`src/rtl/uart_rx_frame_ctrl.sv`:
```
// UART receive frame controller: 3-point majority oversampling, START/DATA/PARITY/STOP
// sequencing, LSB-first deserialisation and a parity-checker handshake.
module uart_rx_frame_ctrl #(
   parameter int DATA_WIDTH = 8,
   parameter int PRSC_WIDTH = 6
) (
   input  logic                  CLK,
   input  logic                  RST,
   input  logic                  RX_IN,
   input  logic [PRSC_WIDTH-1:0] Prescale,
   input  logic                  PAR_EN,
   input  logic                  PAR_TYPE,
   input  logic                  par_err,
   output logic                  sampled_bit,
   output logic                  par_chk_en,
   output logic                  par_chk_type,
   output logic [DATA_WIDTH-1:0] P_DATA,
   output logic                  data_valid,
   output logic                  framing_err
);

   localparam int BCW = (DATA_WIDTH > 1) ? $clog2(DATA_WIDTH) : 1;
   localparam logic [BCW-1:0]        LAST_BIT = BCW'(DATA_WIDTH - 1);
   localparam logic [BCW-1:0]        BIT_ONE  = BCW'(1);
   localparam logic [PRSC_WIDTH-1:0] P_MIN    = PRSC_WIDTH'(8);
   localparam logic [PRSC_WIDTH-1:0] ONE      = PRSC_WIDTH'(1);
   localparam logic [PRSC_WIDTH-1:0] TWO      = PRSC_WIDTH'(2);

   typedef enum logic [2:0] {
      S_IDLE,
      S_START,
      S_DATA,
      S_PARITY,
      S_STOP
   } state_t;

   state_t                  state_q, state_d;
   logic [PRSC_WIDTH-1:0]   edge_cnt_q, edge_cnt_d;
   logic [BCW-1:0]          bit_cnt_q, bit_cnt_d;
   logic [PRSC_WIDTH-1:0]   prsc_q, prsc_d;
   logic                    par_en_q, par_en_d;
   logic                    par_type_q, par_type_d;
   logic [2:0]              samp_q, samp_d;
   logic                    sampled_bit_q, sampled_bit_d;
   logic [DATA_WIDTH-1:0]   shift_q, shift_d;
   logic                    par_chk_en_q, par_chk_en_d;
   logic                    par_err_q, par_err_d;
   logic [DATA_WIDTH-1:0]   p_data_q, p_data_d;
   logic                    data_valid_q, data_valid_d;
   logic                    framing_err_q, framing_err_d;

   logic [PRSC_WIDTH-1:0]   half;
   logic                    at_hm1, at_h, at_hp1, at_dec, at_last;
   logic                    maj;
   logic                    load_bit;

   // Bit timing is derived from the prescale latched at start detect, never the live input.
   assign half    = prsc_q >> 1;
   assign at_hm1  = (edge_cnt_q == half - ONE);
   assign at_h    = (edge_cnt_q == half);
   assign at_hp1  = (edge_cnt_q == half + ONE);
   assign at_dec  = (edge_cnt_q == half + TWO);
   assign at_last = (edge_cnt_q == prsc_q - ONE);

   assign maj      = (samp_q[0] & samp_q[1]) | (samp_q[0] & samp_q[2]) | (samp_q[1] & samp_q[2]);
   assign load_bit = (state_q == S_DATA) && at_dec;

   // State register and datapath registers
   always_ff @(posedge CLK) begin
      if (RST) begin
         state_q       <= S_IDLE;
         edge_cnt_q    <= '0;
         bit_cnt_q     <= '0;
         prsc_q        <= P_MIN;
         par_en_q      <= 1'b0;
         par_type_q    <= 1'b0;
         samp_q        <= '0;
         sampled_bit_q <= 1'b0;
         shift_q       <= '0;
         par_chk_en_q  <= 1'b0;
         par_err_q     <= 1'b0;
         p_data_q      <= '0;
         data_valid_q  <= 1'b0;
         framing_err_q <= 1'b0;
      end else begin
         state_q       <= state_d;
         edge_cnt_q    <= edge_cnt_d;
         bit_cnt_q     <= bit_cnt_d;
         prsc_q        <= prsc_d;
         par_en_q      <= par_en_d;
         par_type_q    <= par_type_d;
         samp_q        <= samp_d;
         sampled_bit_q <= sampled_bit_d;
         shift_q       <= shift_d;
         par_chk_en_q  <= par_chk_en_d;
         par_err_q     <= par_err_d;
         p_data_q      <= p_data_d;
         data_valid_q  <= data_valid_d;
         framing_err_q <= framing_err_d;
      end
   end

   // Next-state logic
   always_comb begin
      state_d = state_q;
      case (state_q)
         S_IDLE: begin
            if (!RX_IN) state_d = S_START;
         end
         S_START: begin
            if (at_dec && maj)  state_d = S_IDLE;
            else if (at_last)   state_d = S_DATA;
         end
         S_DATA: begin
            if (at_last && (bit_cnt_q == LAST_BIT))
               state_d = par_en_q ? S_PARITY : S_STOP;
         end
         S_PARITY: begin
            if (at_last) state_d = S_STOP;
         end
         S_STOP: begin
            if (at_last) state_d = S_IDLE;
         end
         default: state_d = S_IDLE;
      endcase
   end

   // Datapath and registered-output next values
   always_comb begin
      edge_cnt_d    = edge_cnt_q;
      bit_cnt_d     = bit_cnt_q;
      prsc_d        = prsc_q;
      par_en_d      = par_en_q;
      par_type_d    = par_type_q;
      samp_d        = samp_q;
      sampled_bit_d = sampled_bit_q;
      par_chk_en_d  = 1'b0;
      par_err_d     = par_err_q;
      p_data_d      = p_data_q;
      data_valid_d  = 1'b0;
      framing_err_d = 1'b0;

      if (state_q == S_IDLE) begin
         edge_cnt_d = '0;
         bit_cnt_d  = '0;
         if (!RX_IN) begin
            // The detect cycle itself is edge 0 of the start bit.
            edge_cnt_d = ONE;
            prsc_d     = (Prescale < P_MIN) ? P_MIN : Prescale;
            par_en_d   = PAR_EN;
            par_type_d = PAR_TYPE;
            par_err_d  = 1'b0;
         end
      end else begin
         edge_cnt_d = at_last ? '0 : edge_cnt_q + ONE;

         if (at_hm1) samp_d[0] = RX_IN;
         if (at_h)   samp_d[1] = RX_IN;
         if (at_hp1) samp_d[2] = RX_IN;
         if (at_dec) sampled_bit_d = maj;

         if ((state_q == S_START) && at_dec && maj)
            edge_cnt_d = '0;

         if ((state_q == S_DATA) && at_last)
            bit_cnt_d = bit_cnt_q + BIT_ONE;

         if ((state_q == S_PARITY) && at_dec)
            par_chk_en_d = 1'b1;

         // The checker answers during the cycle the strobe is high.
         if (par_chk_en_q)
            par_err_d = par_err;

         if ((state_q == S_STOP) && at_last) begin
            data_valid_d  = sampled_bit_q & ~par_err_q;
            framing_err_d = ~sampled_bit_q;
            if (sampled_bit_q && !par_err_q)
               p_data_d = shift_q;
         end
      end
   end

   // Per-bit load of the deserialiser, addressed by bit_cnt.
   generate
      for (genvar gi = 0; gi < DATA_WIDTH; gi++) begin : g_shift
         assign shift_d[gi] = (load_bit && (bit_cnt_q == BCW'(gi))) ? maj : shift_q[gi];
      end
   endgenerate

   assign sampled_bit  = sampled_bit_q;
   assign par_chk_en   = par_chk_en_q;
   assign par_chk_type = par_type_q;
   assign P_DATA       = p_data_q;
   assign data_valid   = data_valid_q;
   assign framing_err  = framing_err_q;

endmodule
```
`config.mk`:
```
export PLATFORM = sky130hd
export DESIGN_NAME = uart_rx_frame_ctrl
export DESIGN_NICKNAME = d
export VERILOG_FILES = /design/src/rtl/uart_rx_frame_ctrl.sv
export SDC_FILE = /design/constraint.sdc
export NUM_CORES = 1
export LEC_CHECK = 0
export CORE_UTILIZATION = 50
export DETAILED_ROUTE_END_ITERATION = 10
export PLACE_DENSITY = 0.84
export SETUP_SLACK_MARGIN = 0.5
export SYNTH_ARGS = -nofsm -noshare
export SYNTH_HDL_FRONTEND = slang
export SYNTH_SLANG_ARGS = --single-unit
```
`constraint.sdc`:
```
create_clock -name CLK -period 2.1 [get_ports CLK]
set_clock_uncertainty 0.15 [all_clocks]
set_input_delay 0.315 -clock CLK [delete_from_list [all_inputs] [get_ports CLK]]
set_output_delay 0.315 -clock CLK [all_outputs]
set_load 0.02 [all_outputs]
```
## After elaboration in Yosys (flattened, before gate mapping)

Cells that the tools add are included.

| storage, ports and cells | value |
|---|---|
| output and inout bits | 13 |
| memories kept | 0 |
| bits in read-only memories | 0 |
| latch bits | 0 |
| input bits | 12 |
| flip-flop bits (word level) | 44 |
| logic and storage cells | 110 |
| bits in writable memories | 0 |

| cells by class | value |
|---|---|
| bitwise gates (word level) | 11 |
| add/sub/neg operators | 6 |
| shift-type cells | 0 |
| $lt $le $gt $ge | 1 |
| equal/unequal tests | 21 |
| div/mod/pow operators | 0 |
| muxes and demuxes | 17 |
| reduce and logical (&&, ||, !) cells | 31 |
| multiply operators | 0 |

Operators by type and width:

| operator | number |
|---|---|
| 6-bit == test | 4 |
| 6-bit two-way mux | 4 |
| 3-bit two-way mux | 7 |
| 1-bit logical AND | 17 |
| 3-bit == test, second input constant | 5 |
| 3-bit case mux with 5 select lines | 1 |
| 3-bit by 2-bit == test with 1-bit output, second input constant | 4 |
| 2-bit AND reduction | 6 |
| 5-bit by 1-bit adder with 6-bit output, second input constant | 1 |
| 5-bit by 2-bit adder with 6-bit output, second input constant | 1 |
| 6-bit by 1-bit adder with 6-bit output, second input constant | 1 |
| 3-bit by 1-bit == test with 1-bit output, second input constant | 2 |
| 6-bit by 5-bit == test with 1-bit output | 1 |
| 3-bit logical NOT | 2 |
| 6-bit by 4-bit < comparator with 1-bit output, second input constant | 1 |
| 2-bit != test, second input constant | 3 |
| 5-bit by 1-bit subtractor with 6-bit output, second input constant | 1 |
| 6-bit by 1-bit subtractor with 6-bit output, second input constant | 1 |
| 1-bit two-way mux | 5 |
| 1-bit NOT | 5 |
| 5-bit AND reduction | 1 |
| 1-bit AND | 4 |
| 3-bit by 1-bit adder with 3-bit output, second input constant | 1 |
| 3-bit != test, second input constant | 1 |
| 7 further kinds | 8 |

## Logic depth before layout (Yosys ltp)

Gate-level depths: netlist of run 1.

| logic depth | value |
|---|---|
| word-level depth | 6 |
| mapped depth | 9 |

## Least setup slack after synthesis of run 1

No wires, ideal clock.

| timing | value |
|---|---|
| path kind | register -> register |
| start | register prsc_q[2] |
| end | register shift_q[0] |
| setup time | 0.125 ns |
| clock period less this slack | 2.303 ns |
| slack | -0.203 ns |
| required time | 1.825 ns |
| path buffers | 0 |
| cell stages (with the launch flop) | 9 |
| data arrival time | 2.028 ns |
| cell sequence | dfxtp_1 inv_1 ha_1 xnor2_1 nand3b_1 a2111oi_4 and3_1 mux2i_1 nor2_1 |

| on the way | value |
|---|---|
| word-level cells in the longest chain between the ends | 4 |

Ends and longest elaborated chain:

| what | RTL line | text |
|---|---|---|
| from (decl) | 40 | `logic [PRSC_WIDTH-1:0] prsc_q, prsc_d;` |
| from (signal assigned) | 89 | `prsc_q <= prsc_d;` |
| 5-bit by 2-bit adder with 6-bit output | 62 | `assign at_dec = (edge_cnt_q == half + TWO);` |
| 6-bit == test | 62 |  |
| 1-bit logical AND | 66 | `assign load_bit = (state_q == S_DATA) && at_dec;` |
| 1-bit logical AND | 187 | `assign shift_d[gi] = (load_bit && (bit_cnt_q == BCW'(gi))) ? maj : shift_q[gi];` |
| to (signal assigned) | 94 | `shift_q <= shift_d;` |
| to (decl) | 45 | `logic [DATA_WIDTH-1:0] shift_q, shift_d;` |

No other way between the ends.
A chain may end at the register's enable or synchronous reset.

## Final worst setup path of run 1

| timing | value |
|---|---|
| start | register prsc_q[1] |
| end | register bit_cnt_q[0] |

| on the way | value |
|---|---|
| word-level cells in the longest chain between the ends | 3 |

Ends and longest elaborated chain:

| what | RTL line | text |
|---|---|---|
| 6-bit by 1-bit subtractor with 6-bit output | 63 | `assign at_last = (edge_cnt_q == prsc_q - ONE);` |
| 6-bit == test | 63 |  |
| 1-bit logical AND | 165 | `if ((state_q == S_DATA) && at_last)` |
| to (signal assigned) | 88 | `bit_cnt_q <= bit_cnt_d;` |
| to (decl) | 39 | `logic [BCW-1:0] bit_cnt_q, bit_cnt_d;` |

No other way between the ends.

==> impl_metrics.json, run 1 <==
{
  "status": "finished, violations left",
  "violations": "setup timing",
  "yosysSeqAreaShare": 0.342,
  "worst-r2r-setup-slack_ns": -0.24,
  "cpMaxStageDelayCell": "dfxtp_2",
  "ys_types": 56,
  "synth_top_area_share": 0.342,
  "drt_pre_antenna_iters": 4,
  "die_w_um": 73.7,
  "worstHoldStart": "par_chk_type",
  "p_leak_nw": 1.57,
  "diodes": 0,
  "synthArstFlopShare": 0,
  "cp.required_ns": 2.16,
  "peakVddDrop_uv": 561,
  "ctsHtreeMaxLevel": 2,
  "grt_util_met2": 0.517,
  "period_share": 1.12,
  "fin_ws_ns": -0.243,
  "core-area_mm2": 0.00485,
  "numPortBuffers": 24,
  "timing.rr.end": "bit_cnt_q[0]",
  "holdPathEnd": "par_chk_type",
  "cap_violations": 0,
  "row_count": 25,
  "grt_overflow_total": 0,
  "hold-worst-slack_ns": 0.312,
  "dp_cells": 406,
  "drive_gt1_frac": 0.346,
  "ant_nets": 0,
  "hold-path-cell-count": 2,
  "avgSynthCellArea_um2": 8.78,
  "die-area_mm2": 0.00544,
  "rr_worst_depth": 9,
  "cts_buffers": 5,
  "vias": 2528,
  "clock_latency_ns": 0.31,
  "start_util": 0.531,
  "synth_top_cells_by_count": "dfxtp_1, nor2_1, nand2_1",
  "ys_warn_count": 0,
  "grt_first_pass_wirelength_um": 12400,
  "critPathArrivalTime_ns": 2.40,
  "timing.final.hold_violations": 0,
  "clk_path_buf_depth": 2,
  "avgViaCountPerCell": 5.95,
  "finalWeightedCongestion": 0.944,
  "grt_util_all_layers": 0.311,
  "synth_area_mm2": 0.00257,
  "global_route.usage.met1": 0.356,
  "worstPathMaxFanout": 4,
  "ys_seq_elements": 44,
  "syn_inst": 293,
  "syn_to_final_growth_pct": 44.6,
  "rr_startpoint": "prsc_q[1]",
  "synth_edf_count": 0,
  "synth.largest_area_cell": "dfxtp_1",
  "grt_pass1_vias": 2484,
  "max_slew_margin": 0.424,
  "critPathCaptureType": "flip-flop",
  "synth_top_flop_cell": "dfxtp_1",
  "cts_tree": "done",
  "min_period_ns": 2.34,
  "wl_um": 8540,
  "layout.nets": 383,
  "synth_area_leaders": "dfxtp_1, mux2i_1, ha_1, nor2_1, xnor2_1",
  "drtIter0Drc": 240,
  "die_h_um": 73.7,
  "path_cells": "inv_4, ha_4, nand2b_4, a21bo_4, a2111oi_4, buf_4, nand3b_1, xnor2_1, nor2_1",
  "dp_hpwl_um": 4390,
  "use_met3": 0.0796,
  "crit_type": "reg2reg",
  "crit_path_start_kind": "flip-flop",
  "setup_viol": 29,
  "power_mw": 2.97,
  "drc_errors": 0,
  "grt_busiest_layer": "met2",
  "p_per_area_mw_per_mm2": 799,
  "clock-sinks": 44,
  "clockRootBuffer": "clkbuf_8",
  "slowest_delay_ns": 0.37,
  "syn_nets": 319,
  "tns_ns": -4.54,
  "slew_violations": 0,
  "rsz0062_at_grt": "true",
  "final-instance-count-excl-fill": 425,
  "worst_pin_slew_ns": 0.855,
  "grt_max_degree": 34,
  "synth.most_common_cell": "dfxtp_1",
  "ioPinCount": 25,
  "antenna_found_initial": 0,
  "clk_pin_slew_ns": 0.09,
  "drt-wirelength-per-cell_um": 20.1,
  "fmax_ghz": 0.427,
  "hold_path.class": "reg2reg"
}
kinds of logic (layout without fill, tap and decap cells):
group,count (synthesis),after routing,synth area share
adder cells (fa/ha/maj),14,14,0.0681
AND/OR/NAND/NOR,115,115,0.225
multiplexers,19,19,0.0744
AO/OA/AOI/OAI,51,51,0.151
XOR/XNOR,25,25,0.0880
flip-flops,44,44,0.342
buffers and inverters,25,90,0.0511
critical path, delay by kind of cell (launching register included):
| kind | cells | cell delay (ns) |
|---|---|---|
| AOI/OAI and AO/OA | 2 | 0.59 |
| adders and majority gates | 1 | 0.17 |
| xor gates and xnor gates | 1 | 0.24 |
| and+or+nand+nor | 3 | 0.43 |
| buffers and inverters | 2 | 0.28 |
| DFF | 1 | 0.37 |
report_power, final:
part / leakage, nW / internal, mW / switching (mW)
Sequential: 0.359 / 0.894 / 0.103
Combinational: 1.16 / 0.567 / 0.720
Clock: 0.0548 / 0.359 / 0.330
Total: 1.57 / 1.82 / 1.15
cell usage in the layout (no fill, tap or decap), types with 3 or more instances in the layout:
master            n
xnor2_2           6
clkbuf_8          5
dlygate4sd2_1    13
buf_4            34
clkdlybuf4s50_1  11
inv_1             8
nand2_1          17
o21ai_1           3
nand3_1          10
nor2_4            4
mux2i_1          17
xor2_1            9
a21oi_1          15
nand3b_1          3
nor3_1            6
and3_1            4
ha_1              7
xnor2_1           8
nand2_2           3
nor2_1           32
ha_4              6
or3_1             3
o21ai_0           4
dfxtp_1          36
nand3_2           4
nand2b_1          6
dfxtp_2           6
buf_6            12
flip-flops by register name (all words and copies together) (netlist names):
| signal | cells |
|---|---|
| par_err_q | 1 |
| par_chk_en | 1 |
| samp_q | 3 |
| edge_cnt_q | 6 |
| framing_err | 1 |
| par_chk_type | 1 |
| sampled_bit | 1 |
| data_valid | 1 |
| state_q | 3 |
| shift_q | 8 |
| prsc_q | 6 |
| par_en_q | 1 |
| bit_cnt_q | 3 |
| P_DATA | 8 |
per-stage QoR:
| stage | setup WS (ns) | area (um^2) | utilization |
|---|---|---|---|
| floorplan | -0.0135 | 2650 | - |
| finish | -0.243 | 3720 | 0.767 |
| detailed placement | -0.140 | 3160 | 0.651 |
| global placement | -0.106 | 3160 | 0.651 |
| CTS | -0.134 | 3560 | 0.734 |
| global route | -0.323 | 3720 | 0.767 |
timing repair:
item	4_1_cts	5_1_grt
hold buffers	0	0
endpoints found under the setup margin	55	43
gates resized for setup	69	28
setup buffers	7	4
cloned	0	0
endpoints found under the hold margin	0	0
pin swaps	19	15
layer usage:
layer | part of all wire | vias up
li1 | - | 1146
met1 | 0.41 | 1232
met2 | 0.48 | 121
met3 | 0.064 | 29
met4 | 0.044 | 0
met5 | 0 | -
worst max-delay path by stage:
stage,startpoint,depth (start not counted),to,slack [ns]
global placement,prsc_q[3],7,state_q[1],-0.11
detailed placement,prsc_q[2],8,samp_q[0],-0.14
floorplan,prsc_q[2],7,bit_cnt_q[1],-0.01
global route,prsc_q[1],9,bit_cnt_q[0],-0.32
finish,prsc_q[1],9,bit_cnt_q[0],-0.24
CTS,prsc_q[1],9,P_DATA[5],-0.13
final cells by class:
class                      instances  area [um^2]
clock buffer                       5         68.8
timing repair buffer              71          634
fill                             291         1130
inverter                          11         51.3
multi-input combinational        224         1940
sequential                        44          896
clock inverter                     3         46.3
tap                               67         83.8
Power figures use the tool's default switching activity.
==> run 2: changes to the inputs <==
ABC_AREA = 1   (was not set)
PLACE_DENSITY = 0.81   (was 0.84)
clock period = 2.3 ns   (was 2.1 ns; I/O delays follow)
==> run 2 against run 1 <==
The flow now finishes without violations. Largest cell class unchanged. Sequential share of layout area rose by 0.84 points. Sequential power barely moved. Via count rose by 15%. Final area fell by 2.8%. Critical endpoint is now P_DATA[0]. Combinational power rose by 33%. Register-to-register slack improved by 0.35 ns. Total power rose by 14%. Non-clock buffer count fell by 19. Largest power group unchanged. Clock power fell by 4.2%. Cell count rose by 15%. Worst setup slack improved by 0.35 ns. Synthesized cell count rose by 27%.
==> impl_metrics.json, run 2 <==
{
  "ant_nets": 0,
  "synth_area_mm2": 0.00257,
  "synth.most_common_cell": "nand2_1",
  "fmax_ghz": 0.457,
  "synth_area_leaders": "dfxtp_1, nand2_1, nor2_1, ha_1, inv_1",
  "syn_inst": 371,
  "clk_pin_slew_ns": 0.08,
  "finalWeightedCongestion": 0.895,
  "die-area_mm2": 0.00543,
  "grt_util_met2": 0.481,
  "final-seq-area_um2": 901,
  "cts_buffers": 5,
  "power_mw": 3.38,
  "drt-wirelength-per-cell_um": 17.6,
  "slew_violations": 0,
  "p_per_area_mw_per_mm2": 934,
  "fin_ws_ns": 0.110,
  "synth_fa_ha_area_frac": 0.0682,
  "crit_type": "reg2reg",
  "cp.required_ns": 2.39,
  "synth_top_cells_by_count": "nand2_1, nor2_1, dfxtp_1",
  "clock_latency_ns": 0.30,
  "critPathArrivalTime_ns": 2.28,
  "syn_to_final_growth_pct": 40.7,
  "p_leak_nw": 1.47,
  "synth.largest_area_cell": "dfxtp_1",
  "cap_violations": 0,
  "layout.nets": 447,
  "timing.final.hold_violations": 0,
  "ys_warn_count": 0,
  "grt_max_degree": 19,
  "numPortBuffers": 24,
  "synth_top_family_by_area": "simple AND/OR/NAND/NOR gates",
  "vias": 2904,
  "dp_hpwl_um": 4090,
  "use_met3": 0.0672,
  "grt_busiest_layer": "met2",
  "yosys.area_share.simple": 0.336,
  "grt_first_pass_wirelength_um": 12300,
  "synthArstFlopShare": 0,
  "drtIter0Drc": 390,
  "worstPathMaxFanout": 8,
  "drive_gt1_frac": 0.306,
  "global_route.usage.met1": 0.375,
  "max_slew_margin": 0.541,
  "start_util": 0.530,
  "core-area_mm2": 0.00485,
  "tns_ns": 0,
  "synth_compound_gate_area_share": 0.108,
  "syn_nets": 397,
  "diodes": 0,
  "ctsHtreeMaxLevel": 2,
  "hold_buffers": 0,
  "status": "finished, final reports clean",
  "yosysSeqAreaShare": 0.343,
  "synth_edf_count": 0,
  "synthMuxAreaShare": 0,
  "rsz0062_at_grt": "true",
  "die_h_um": 73.7,
  "peakVddDrop_uv": 635,
  "wl_um": 8600,
  "avgViaCountPerCell": 5.95,
  "fin_area_mm2": 0.00362,
  "ioPinCount": 25,
  "hold_path.class": "reg2reg",
  "ys_seq_elements": 44,
  "clk_path_buf_depth": 2,
  "worst_pin_slew_ns": 0.683,
  "avgSynthCellArea_um2": 6.93,
  "dpl_worst_slack_ns": 0.215,
  "postLayoutCoreUtil": 0.746,
  "clock-sinks": 44,
  "crit_path_start_kind": "flip-flop",
  "mostFrequentLayoutCells": "nand2_1, nor2_1, dfxtp_1",
  "multiInputGateArea_mm2": 0.00180,
  "grt_overflow_total": 0,
  "clockRootBuffer": "clkbuf_8",
  "synth_top_flop_cell": "dfxtp_1",
  "fillers": 312,
  "final_common_cell": "nand2_1",
  "synth_top_area_share": 0.343,
  "min_period_ns": 2.19,
  "synth_xor_area_frac": 0.0443,
  "drc_errors": 0,
  "antenna_found_initial": 0,
  "ys_types": 38,
  "critPathCaptureType": "flip-flop",
  "setup_viol": 0,
  "grt_pass1_vias": 2590,
  "row_count": 25,
  "placed_area_mm2": 0.00290,
  "period_share": 0.952,
  "drt_pre_antenna_iters": 7,
  "grt_util_all_layers": 0.298,
  "die_w_um": 73.7,
  "cts_tree": "done"
}
run 2: worst max-delay path: stages (launching register included):
cell and delay, ns:
dfxtp_4 0.37, buf_4 0.14, nand2_1 0.11, clkinv_1 0.12
o21ai_1 0.19, nand3_2 0.12, nor2_4 0.15, nand2_4 0.08
nor2_4 0.21, nand3_4 0.17, nand2_1 0.13, nand2_1 0.06
nor2_1 0.11
run 2: final cells by class:
cell class              instances  share of cell area
clock buffers                   6              0.0260
clock inverters                 1             0.00830
inverters                      49              0.0564
multi-input cells             269               0.498
flip-flops and latches         44               0.249
well taps                      67              0.0232
repair buffers                 52               0.139
run 2: logic make-up after synthesis:
| family | count (synthesis) |
|---|---|
| buf+inv | 60 |
| fa+ha+maj | 14 |
| compound gates | 49 |
| simple gates | 191 |
| flops | 44 |
| xor+xnor | 13 |
run 2: layer usage:
layer	vias up	share of wire
met5	-	0
met4	0	0.072
met3	69	0.10
met2	235	0.44
met1	1294	0.38
li1	1306	-
run 2: power by group:
group          total [mW]  switching [mW]  internal [mW]
logic                1.72            1.08          0.648
registers           0.996           0.131          0.864
clock network       0.659           0.275          0.384
total                3.38            1.48           1.90
run 2: stage by stage:
step / instances / hold WS, ns
4_1_cts: 481 / 0.309
5_1_grt: 488 / 0.338
3_3_place_gp: 454 / 0.302
3_5_place_dp: 454 / 0.304
2_1_floorplan: 371 / 0.289
6_report: 488 / 0.313
run 2: repair_timing:
item	4_1_cts	5_1_grt
setup endpoints to repair	30	38
gates resized for setup	37	55
pin swaps	24	27
cloned	3	0
setup buffers	17	7
run 2: final timing paths:
kind / startpoint / end / slack, ns / cells past startpoint
worst max-delay path: prsc_q[3] / P_DATA[0] / 0.11 / 12
worst min-delay path: shift_q[0] / shift_q[0] / 0.31 / 2
worst max register to register: prsc_q[3] / P_DATA[0] / 0.11 / 12
worst min register to register: shift_q[0] / shift_q[0] / 0.31 / 2
